[src/rtl/mem_bus_ctrl_pkg.sv]
// rtl/mem_bus_ctrl_pkg.sv - shared types and constants for the data-bus controller
package mem_bus_ctrl_pkg;

    // Addresses at or above this value belong to the memory-mapped IO region
    localparam logic [31:0] IO_START_MEM = 32'hFFFF_FC00;

    // Cycles an IO access may stay outstanding before it is aborted
    localparam int IO_TIMEOUT_DEF = 255;

    typedef enum logic [2:0] {
        ST_IDLE,
        ST_RAM_ACC,
        ST_RAM_DATA,
        ST_IO_ACC,
        ST_RESP
    } bus_state_e;

    typedef enum logic {
        OWN_CPU    = 1'b0,
        OWN_LOADER = 1'b1
    } owner_e;

    function automatic logic is_io(input logic [31:0] addr);
        return addr >= IO_START_MEM;
    endfunction

endpackage

[src/rtl/mem_bus_rr_arb.sv]
// rtl/mem_bus_rr_arb.sv - two-way round-robin arbiter (bit0 = CPU, bit1 = loader)
module mem_bus_rr_arb
    import mem_bus_ctrl_pkg::*;
(
    input  logic       clk_i,
    input  logic       rst_i,
    input  logic [1:0] req_i,
    input  logic       adv_i,
    output logic [1:0] gnt_o
);

    owner_e last_q;

    // On a tie the requester that did not win last time is granted
    always_comb begin
        gnt_o = req_i;
        if (req_i == 2'b11) begin
            gnt_o = (last_q == OWN_LOADER) ? 2'b01 : 2'b10;
        end
    end

    // Remember the winner only when the controller actually accepts a grant
    always_ff @(posedge clk_i or posedge rst_i) begin
        if (rst_i) begin
            last_q <= OWN_LOADER;
        end else if (adv_i && (gnt_o != 2'b00)) begin
            last_q <= gnt_o[1] ? OWN_LOADER : OWN_CPU;
        end
    end

endmodule

[src/rtl/mem_bus_ctrl.sv]
// rtl/mem_bus_ctrl.sv - multi-cycle data-bus controller for RAM and IO with CPU/loader sharing
module mem_bus_ctrl
    import mem_bus_ctrl_pkg::*;
#(
    parameter int IO_TIMEOUT = IO_TIMEOUT_DEF
) (
    input  logic        clk_i,
    input  logic        rst_i,
    input  logic        cpu_req_i,
    input  logic        cpu_we_i,
    input  logic [31:0] cpu_addr_i,
    input  logic [31:0] cpu_wdata_i,
    output logic [31:0] cpu_rdata_o,
    output logic        cpu_done_o,
    output logic        cpu_stall_o,
    input  logic        ld_req_i,
    input  logic [31:0] ld_addr_i,
    input  logic [31:0] ld_wdata_i,
    output logic        ld_ack_o,
    output logic        ram_en_o,
    output logic        ram_we_o,
    output logic [31:0] ram_addr_o,
    output logic [31:0] ram_wdata_o,
    input  logic [31:0] ram_rdata_i,
    output logic        io_req_o,
    output logic        io_we_o,
    output logic [31:0] io_addr_o,
    output logic [31:0] io_wdata_o,
    input  logic [31:0] io_rdata_i,
    input  logic        io_ack_i,
    output logic        bus_err_o,
    input  logic        err_clr_i
);

    localparam int CW = (IO_TIMEOUT > 2) ? $clog2(IO_TIMEOUT) : 1;
    localparam logic [CW-1:0] TO_LAST = CW'(IO_TIMEOUT - 1);

    bus_state_e    state_q;
    owner_e        owner_q;
    logic [31:0]   addr_q, wdata_q, rdata_q;
    logic          we_q;
    logic [CW-1:0] cnt_q;
    logic          ram_en_q, ram_we_q, io_req_q;
    logic          cpu_done_q, ld_ack_q, bus_err_q;

    logic [1:0]    gnt;
    logic [31:0]   sel_addr, sel_wdata;
    logic          sel_we;
    logic          err_set;

    mem_bus_rr_arb u_arb (
        .clk_i (clk_i),
        .rst_i (rst_i),
        .req_i ({ld_req_i, cpu_req_i}),
        .adv_i (state_q == ST_IDLE),
        .gnt_o (gnt)
    );

    // Mux the granted requester's fields; the loader only ever writes
    always_comb begin
        sel_addr  = gnt[1] ? ld_addr_i  : cpu_addr_i;
        sel_wdata = gnt[1] ? ld_wdata_i : cpu_wdata_i;
        sel_we    = gnt[1] | cpu_we_i;
        err_set   = ((state_q == ST_IDLE) && gnt[1] && is_io(ld_addr_i))
                 || ((state_q == ST_IO_ACC) && !io_ack_i && (cnt_q == TO_LAST));
    end

    // Access sequencer; every strobe is a flop set on entry to the state that owns it
    always_ff @(posedge clk_i or posedge rst_i) begin
        if (rst_i) begin
            state_q    <= ST_IDLE;
            owner_q    <= OWN_CPU;
            addr_q     <= '0;
            wdata_q    <= '0;
            we_q       <= 1'b0;
            rdata_q    <= '0;
            cnt_q      <= '0;
            ram_en_q   <= 1'b0;
            ram_we_q   <= 1'b0;
            io_req_q   <= 1'b0;
            cpu_done_q <= 1'b0;
            ld_ack_q   <= 1'b0;
        end else begin
            case (state_q)
                ST_IDLE: begin
                    if (gnt != 2'b00) begin
                        owner_q <= gnt[1] ? OWN_LOADER : OWN_CPU;
                        addr_q  <= sel_addr;
                        wdata_q <= sel_wdata;
                        we_q    <= sel_we;
                        rdata_q <= '0;
                        cnt_q   <= '0;
                        if (!is_io(sel_addr)) begin
                            state_q  <= ST_RAM_ACC;
                            ram_en_q <= 1'b1;
                            ram_we_q <= sel_we;
                        end else if (gnt[1]) begin
                            state_q  <= ST_RESP;
                            ld_ack_q <= 1'b1;
                        end else begin
                            state_q  <= ST_IO_ACC;
                            io_req_q <= 1'b1;
                        end
                    end
                end
                ST_RAM_ACC: begin
                    ram_en_q <= 1'b0;
                    ram_we_q <= 1'b0;
                    if (we_q) begin
                        state_q    <= ST_RESP;
                        cpu_done_q <= (owner_q == OWN_CPU);
                        ld_ack_q   <= (owner_q == OWN_LOADER);
                    end else begin
                        state_q <= ST_RAM_DATA;
                    end
                end
                ST_RAM_DATA: begin
                    rdata_q    <= ram_rdata_i;
                    state_q    <= ST_RESP;
                    cpu_done_q <= (owner_q == OWN_CPU);
                    ld_ack_q   <= (owner_q == OWN_LOADER);
                end
                ST_IO_ACC: begin
                    if (io_ack_i || (cnt_q == TO_LAST)) begin
                        io_req_q   <= 1'b0;
                        rdata_q    <= (io_ack_i && !we_q) ? io_rdata_i : '0;
                        state_q    <= ST_RESP;
                        cpu_done_q <= (owner_q == OWN_CPU);
                        ld_ack_q   <= (owner_q == OWN_LOADER);
                    end else begin
                        cnt_q <= cnt_q + 1'b1;
                    end
                end
                ST_RESP: begin
                    cpu_done_q <= 1'b0;
                    ld_ack_q   <= 1'b0;
                    state_q    <= ST_IDLE;
                end
                default: state_q <= ST_IDLE;
            endcase
        end
    end

    // Sticky error flag; a clear wins over a set in the same cycle
    always_ff @(posedge clk_i or posedge rst_i) begin
        if (rst_i) begin
            bus_err_q <= 1'b0;
        end else if (err_clr_i) begin
            bus_err_q <= 1'b0;
        end else if (err_set) begin
            bus_err_q <= 1'b1;
        end
    end

    assign cpu_rdata_o = cpu_done_q ? rdata_q : '0;
    assign cpu_done_o  = cpu_done_q;
    assign cpu_stall_o = cpu_req_i & ~cpu_done_q;
    assign ld_ack_o    = ld_ack_q;
    assign ram_en_o    = ram_en_q;
    assign ram_we_o    = ram_we_q;
    assign ram_addr_o  = addr_q;
    assign ram_wdata_o = wdata_q;
    assign io_req_o    = io_req_q;
    assign io_we_o     = io_req_q & we_q;
    assign io_addr_o   = addr_q;
    assign io_wdata_o  = wdata_q;
    assign bus_err_o   = bus_err_q;

endmodule

[config.mk]
export PLATFORM = sky130hd
export DESIGN_NAME = mem_bus_ctrl
export DESIGN_NICKNAME = d
export VERILOG_FILES = /design/src/rtl/mem_bus_ctrl_pkg.sv /design/src/rtl/mem_bus_rr_arb.sv /design/src/rtl/mem_bus_ctrl.sv
export SDC_FILE = /design/constraint.sdc
export NUM_CORES = 1
export LEC_CHECK = 0
export BUFFER_PORTS_ARGS = -buffer_cell sky130_fd_sc_hd__buf_2
export CAP_MARGIN = 20
export CORE_AREA = 2 2 141 143
export CTS_BUF_LIST = sky130_fd_sc_hd__clkbuf_8
export DETAILED_ROUTE_END_ITERATION = 16
export DIE_AREA = 0 0 143 145
export GPL_TIMING_DRIVEN = 0
export HOLD_SLACK_MARGIN = 0.08
export PLACE_DENSITY = 0.64
export SYNTH_ARGS = -nofsm -noshare
export SYNTH_HDL_FRONTEND = slang
export SYNTH_HIERARCHICAL = 1
export SYNTH_SLANG_ARGS = --single-unit
[constraint.sdc]
create_clock -name clk_i -period 3.3 [get_ports clk_i]
set_input_delay 0.495 -clock clk_i [delete_from_list [all_inputs] [get_ports clk_i]]
set_output_delay 0.495 -clock clk_i [all_outputs]
set_load 0.01 [all_outputs]
## Word level (Yosys, flattened, before mapping)

Index checks and enable logic that the tools add are counted.

- Equality and inequality tests: 14
- Magnitude comparators: 2
- $add $sub $neg: 1
- Reductions and logical operators: 26
- Multiplexer cells: 41
- Bitwise gates (word level): 5

Operator list:

| operator | number |
|---|---|
| 32-bit 2-to-1 mux | 6 |
| 32-bit one-hot mux with 3 select lines | 1 |
| 32-bit greater-or-equal comparator (second input constant) | 2 |
| 1-bit 2-to-1 mux | 18 |
| 8-bit 2-to-1 mux | 2 |
| 8-bit one-hot mux with 2 select lines | 1 |
| 3-bit 2-to-1 mux | 5 |
| 2-bit inequality test (second input constant) | 7 |
| 3-bit one-hot mux with 4 select lines | 1 |
| 3-bit AND reduction | 4 |
| 8-bit by 1-bit adder with 8-bit output (second input constant) | 1 |
| 8-bit equality test (second input constant) | 1 |
| 2-bit nonzero test | 4 |
| 3-bit by 2-bit equality test with 1-bit output (second input constant) | 2 |
| 1-bit logical AND | 6 |
| 1-bit one-hot mux with 2 select lines | 3 |
| 6-bit AND reduction | 1 |
| 1-bit one-hot mux with 5 select lines | 1 |
| 5-bit AND reduction | 1 |
| 5-bit nonzero test | 1 |
| 2-bit 2-to-1 mux | 2 |
| 1-bit one-hot mux with 4 select lines | 1 |
| 2-bit AND reduction | 2 |
| 4-bit nonzero test | 1 |
| 11 further kinds | 15 |

- Register bits after elaboration: 116

## Longest topological paths before layout

- Word-level depth: 7
- Depth in mapped cells: 8
- Mapped depth without buffers: 7

## Modules after synthesis

The synthesis kept the hierarchy.

Modules (own cells, without submodules):

| module | area an instance (sq um) | times used | cells an instance |
|---|---|---|---|
| mem_bus_ctrl | 6042.0 | 1 | 612 |
| mem_bus_rr_arb | 60.1 | 1 | 7 |

## Worst setup path before layout

Ideal clock, no wire load.

- Path kind: in2reg
- Start: input ld_req_i
- End: register rdata_q[11]
- Arrival: 1.791 ns
- Path buffers: 2
- Slack: 1.381 ns
- Stages on the path: 8
- Required time: 3.173 ns
- Path through: a21boi_0 buf_2 nor2_1 o21ai_1 nand3b_4 buf_6 a222oi_1 inv_1

- Cells in the longest elaborated chain, start to end: 5

Ends and longest elaborated chain:

| what | RTL line | RTL |
|---|---|---|
| from (decl) | mem_bus_ctrl.sv:16 | `input logic ld_req_i,` |
| 2-bit equality test | mem_bus_rr_arb.sv:17 | `if (req_i == 2'b11) begin` |
| 2-bit 2-to-1 mux * | mem_bus_rr_arb.sv:17 |  |
| 2-bit nonzero test * | mem_bus_ctrl.sv:86 | `if (gnt != 2'b00) begin` |
| 2-bit inequality test (no line) * | -- |  |
| 3-bit AND reduction (no line) * | -- |  |
| to (signal assigned) | mem_bus_ctrl.sv:118 | `rdata_q <= ram_rdata_i;` |
| to (signal assigned) | mem_bus_ctrl.sv:126 | `rdata_q <= (io_ack_i && !we_q) ? io_rdata_i : '0;` |
| to (decl) | mem_bus_ctrl.sv:40 | `logic [31:0] addr_q, wdata_q, rdata_q;` |

Mark *: on every way between the ends. The rest lies on a longest branch, timed or not.
A chain may end at the register's enable or synchronous reset.

## Final worst setup path

- Start: register u_arb.last_q
- End: register ram_we_q (netlist: ram_we_o)

- Cells in the longest elaborated chain, start to end: 6
- Elaborated cells between the ends (all ways): 12
- Those cells by class: 1 x order compare; 2 x eq/ne; 6 x mux; 1 x bitwise; 2 x reduce/logical

Ends and longest elaborated chain:

| what | RTL line | RTL |
|---|---|---|
| from (decl) | mem_bus_rr_arb.sv:12 | `owner_e last_q;` |
| from (signal assigned) | mem_bus_rr_arb.sv:27 | `last_q <= gnt_o[1] ? OWN_LOADER : OWN_CPU;` |
| 2-bit 2-to-1 mux * | mem_bus_rr_arb.sv:18 | `gnt_o = (last_q == OWN_LOADER) ? 2'b01 : 2'b10;` |
| 2-bit 2-to-1 mux * | mem_bus_rr_arb.sv:17 |  |
| named net gnt[1] | mem_bus_ctrl.sv:46 | `logic [1:0] gnt;` |
| 32-bit 2-to-1 mux or 1-bit OR (tied branches) | mem_bus_ctrl.sv:61, mem_bus_ctrl.sv:63 |  |
| 32-bit greater-or-equal comparator or 1-bit 2-to-1 mux (tied branches) | mem_bus_ctrl_pkg.sv:24, mem_bus_ctrl.sv:93 |  |
| 2-bit inequality test (no line) or 1-bit 2-to-1 mux (tied branches) | -- |  |
| 3-bit AND reduction (no line) or 1-bit one-hot mux with 2 select lines (tied branches) | -- |  |
| to (signal assigned) | mem_bus_ctrl.sv:96 | `ram_we_q <= sel_we;` |
| to (decl) | mem_bus_ctrl.sv:43 | `logic ram_en_q, ram_we_q, io_req_q;` |

Mark *: on every way through the listed nets, which the timed path passes. The rest lies on a longest branch. The select of a mux whose other input is x is not followed.

==> results.cfg <==
[grt]
grt_start_max_net_pins = 40
first_pass_grt_wire_length_um = 32010
grt.total_usage_pct = 20.18
grt_pass1_vias = 5703
antenna_found_initial = 1
global_route.overflow_total = 0

[synthesis]
syn-cell-area_um2 = 6102
ys_dominant_reg_cell = sky130_fd_sc_hd__dfrtp_1
async_flop_share_pct = 100.0
synth_compound_gate_area_share_pct = 14.19
synth_simple_gate_area_share_pct = 13.39
yosysUniqueCellTypes = 47
post_synth_mux_area_share_pct = 10.83
post_synthesis_instance_total = 619
syn_avg_cell_area_um2 = 9.858
yosysSeqAreaShare_pct = 47.59
synth-xor-area-share_pct = 0.5741
synthAdderAreaFrac_pct = 0.4101
syn-num-nets = 820
synth.ff_latch_count = 116
synth_edf_count = 0
synth_top_family_by_area = compound AO/OA/AOI/OAI gates
synth-warning-count = 6

[clocking]
ctsResizeCount = 0
clk_transition_reported_paths_ns = 0.07
clk_path_buf_depth = 2
worst_skew_pair.late_latency_ns = 0.44
cts_max_level = 4
cts.hold.buffers_added = 1
clkSinkCount = 116
post-cts-setup-buffer-count = 0
clockRootBuffer = sky130_fd_sc_hd__clkbuf_8
cts_tree = yes
cts_inserted_buffers = 17

[die]
floorplan.die_area_um2 = 20740
initial_utilization_pct = 31.77
placementRows = 51
placeableCoreArea_um2 = 19210
die_height_um = 145
chipWidth_um = 143
floorplan.io_pins = 367

[timing]
relSlewSlack_pct = 42.69
min_period_over_period_pct = 70.22
final.min_clock_period_ns = 2.317
fin_ws_ns = 0.9826
fin_worst_hold_slack_ns = 0.1998
rsz0062_at_grt = false
clock_skews_ns = 0.009653
timing.final.max_slew_violations = 0
finish_stage_setup_viols = 0
maxClockFrequency_ghz = 0.4315
tightest_slew_ns = 0.8596
hold_viol = 0
fin_setup_tns_ns = 0

[routing]
via_count = 5944
wirelength_um = 21610
drt-initial-drc-count = 488
drt_first_pass_iters = 6
drc = 0
ant_nets = 0
drt-vias-per-instance = 4.618
drt-wirelength-per-cell_um = 16.79

[layout]
layout.filler_cells = 1920
flow.area_growth_from_synthesis_pct = 43.06
nets = 1209
post_route_cells_drive_above_1_share_pct = 47.21

[run]
timing.max_cap.violations = 0

[place]
place.detailed.hpwl_um = 17200
place_ws_ns = 0.7739
numPortBuffers = 366
finalWeightedCongestion = 0.9068

[critical_path]
critPathArrivalTime_ns = 2.67
critPathRequiredTime_ns = 3.65
path_class = flop to flop
kind_of_start_point_of_the_critical_path = flop
timing.critical_path.to_type = flop
critical_path_peak_fanout = 10

[hold_path]
min_path_type = primary input to flop

[run_status]
run_status = complete, no violations

[power]
worst_vdd_ir_mv = 0.4014
power.density_nw_per_um2 = 810.0
total_power_w = 0.007071
power.static_leakage_nw = 4.904
-- kinds of logic after synthesis --
group           count (synthesis)
compound gates                130
buf+inv                       141
xor+xnor                        4
mux                            66
fa+ha+maj                       2
flops                         116
simple gates                  160
-- registers in the layout, summed over array words and instances, names as in the netlist, 3 cells and up --
register / flops
cnt_q: 8
io_addr_o: 32
io_wdata_o: 32
rdata_q: 32
state_q: 3
-- worst paths after layout --
| kind | cells past startpoint | start | slack, ns | end |
|---|---|---|---|---|
| max | 7 | u_arb/last_q | 0.98 | ram_we_o |
| min | 2 | err_clr_i | 0.20 | bus_err_o |
| max reg2reg | 7 | u_arb/last_q | 0.98 | ram_we_o |
| min reg2reg | 2 | rdata_q[23] | 0.48 | rdata_q[23] |
| max in group asynchronous | 5 | rst_i | 1.93 | io_wdata_o[15] |
| min in group asynchronous | 3 | rst_i | 0.65 | cnt_q[5] |
-- power breakdown --
part / internal, W / switching [W] / total, W
clock: 0.000717 / 0.000584 / 0.00130
sequential: 0.00195 / 0.000456 / 0.00241
combinational: 0.00157 / 0.00179 / 0.00336
total: 0.00424 / 0.00283 / 0.00707
-- cell usage in the layout (no fill, tap or decap), drive strengths merged, types with 6 or more instances in the layout --
| master | synthesis | layout |
|---|---|---|
| dfrtp | 115 | 115 |
| a21oi | 9 | 9 |
| clkbuf | 26 | 46 |
| nand4 | 10 | 10 |
| mux2i | 66 | 66 |
| nand3 | 10 | 10 |
| and2 | 33 | 33 |
| a222oi | 32 | 32 |
| clkinv | 0 | 6 |
| o21ai | 76 | 76 |
| nand2 | 75 | 75 |
| inv | 39 | 40 |
| buf | 76 | 445 |
| nor2 | 14 | 14 |
-- metrics by stage --
stage	std cells	cell area [um^2]	utilization (%)
finish	1287	8730	45.45
global route	1287	8730	45.45
CTS	1286	8727	45.44
detailed placement	1253	8329	43.37
global placement	1250	8269	43.05
floorplan	619	6106	-
-- critical path, cell delays in order, from the launching register on --
cell	delay, ns
sky130_fd_sc_hd__dfstp_2	0.38
sky130_fd_sc_hd__a21boi_0	0.21
sky130_fd_sc_hd__buf_2	0.30
sky130_fd_sc_hd__nand4_1	0.12
sky130_fd_sc_hd__nor4_1	0.46
sky130_fd_sc_hd__o21ai_0	0.35
sky130_fd_sc_hd__nand3_1	0.21
sky130_fd_sc_hd__mux2i_1	0.20
-- cells in the mapped netlist, drive strengths merged (2+ instances only) --
cell type,n,share of area [%]
nand3,10,0.82
a21boi,2,0.25
inv,39,2.4
ha,2,0.41
xnor2,2,0.29
dfrtp,115,47
o32a,2,0.33
o211ai,2,0.25
nand4,10,1.3
and2,33,3.4
a21oi,9,0.74
nand3b,2,0.45
clkbuf,26,1.6
o21ai,76,6.4
xor2,2,0.29
mux2i,66,11
nor2,14,0.86
nor2b,2,0.21
nor4,4,0.51
buf,76,9.0
nand2,75,4.6
a222oi,32,5.2
nor3,4,0.41
-- routing by layer --
layer  GRT usage, %  share of wire, %
met3          3.531               4.7
met2          35.45                52
met4          5.693               1.3
met5              0                 0
met1          25.22                42
-- cell type report --
class	count	area, um^2	share of cell area [%]
Multi-Input combinational cell	362	2404	27.53
Antenna cell	1	2.502	0.02867
Clock buffer	20	275.3	3.153
Timing Repair Buffer	370	1902	21.79
Clock inverter	12	112.6	1.290
Tap cell	265	331.6	3.798
Inverter	39	150.1	1.720
Buffer	102	648.1	7.424
Sequential cell	116	2904	33.27
Note: power is estimated with default switching activity, not from simulation.
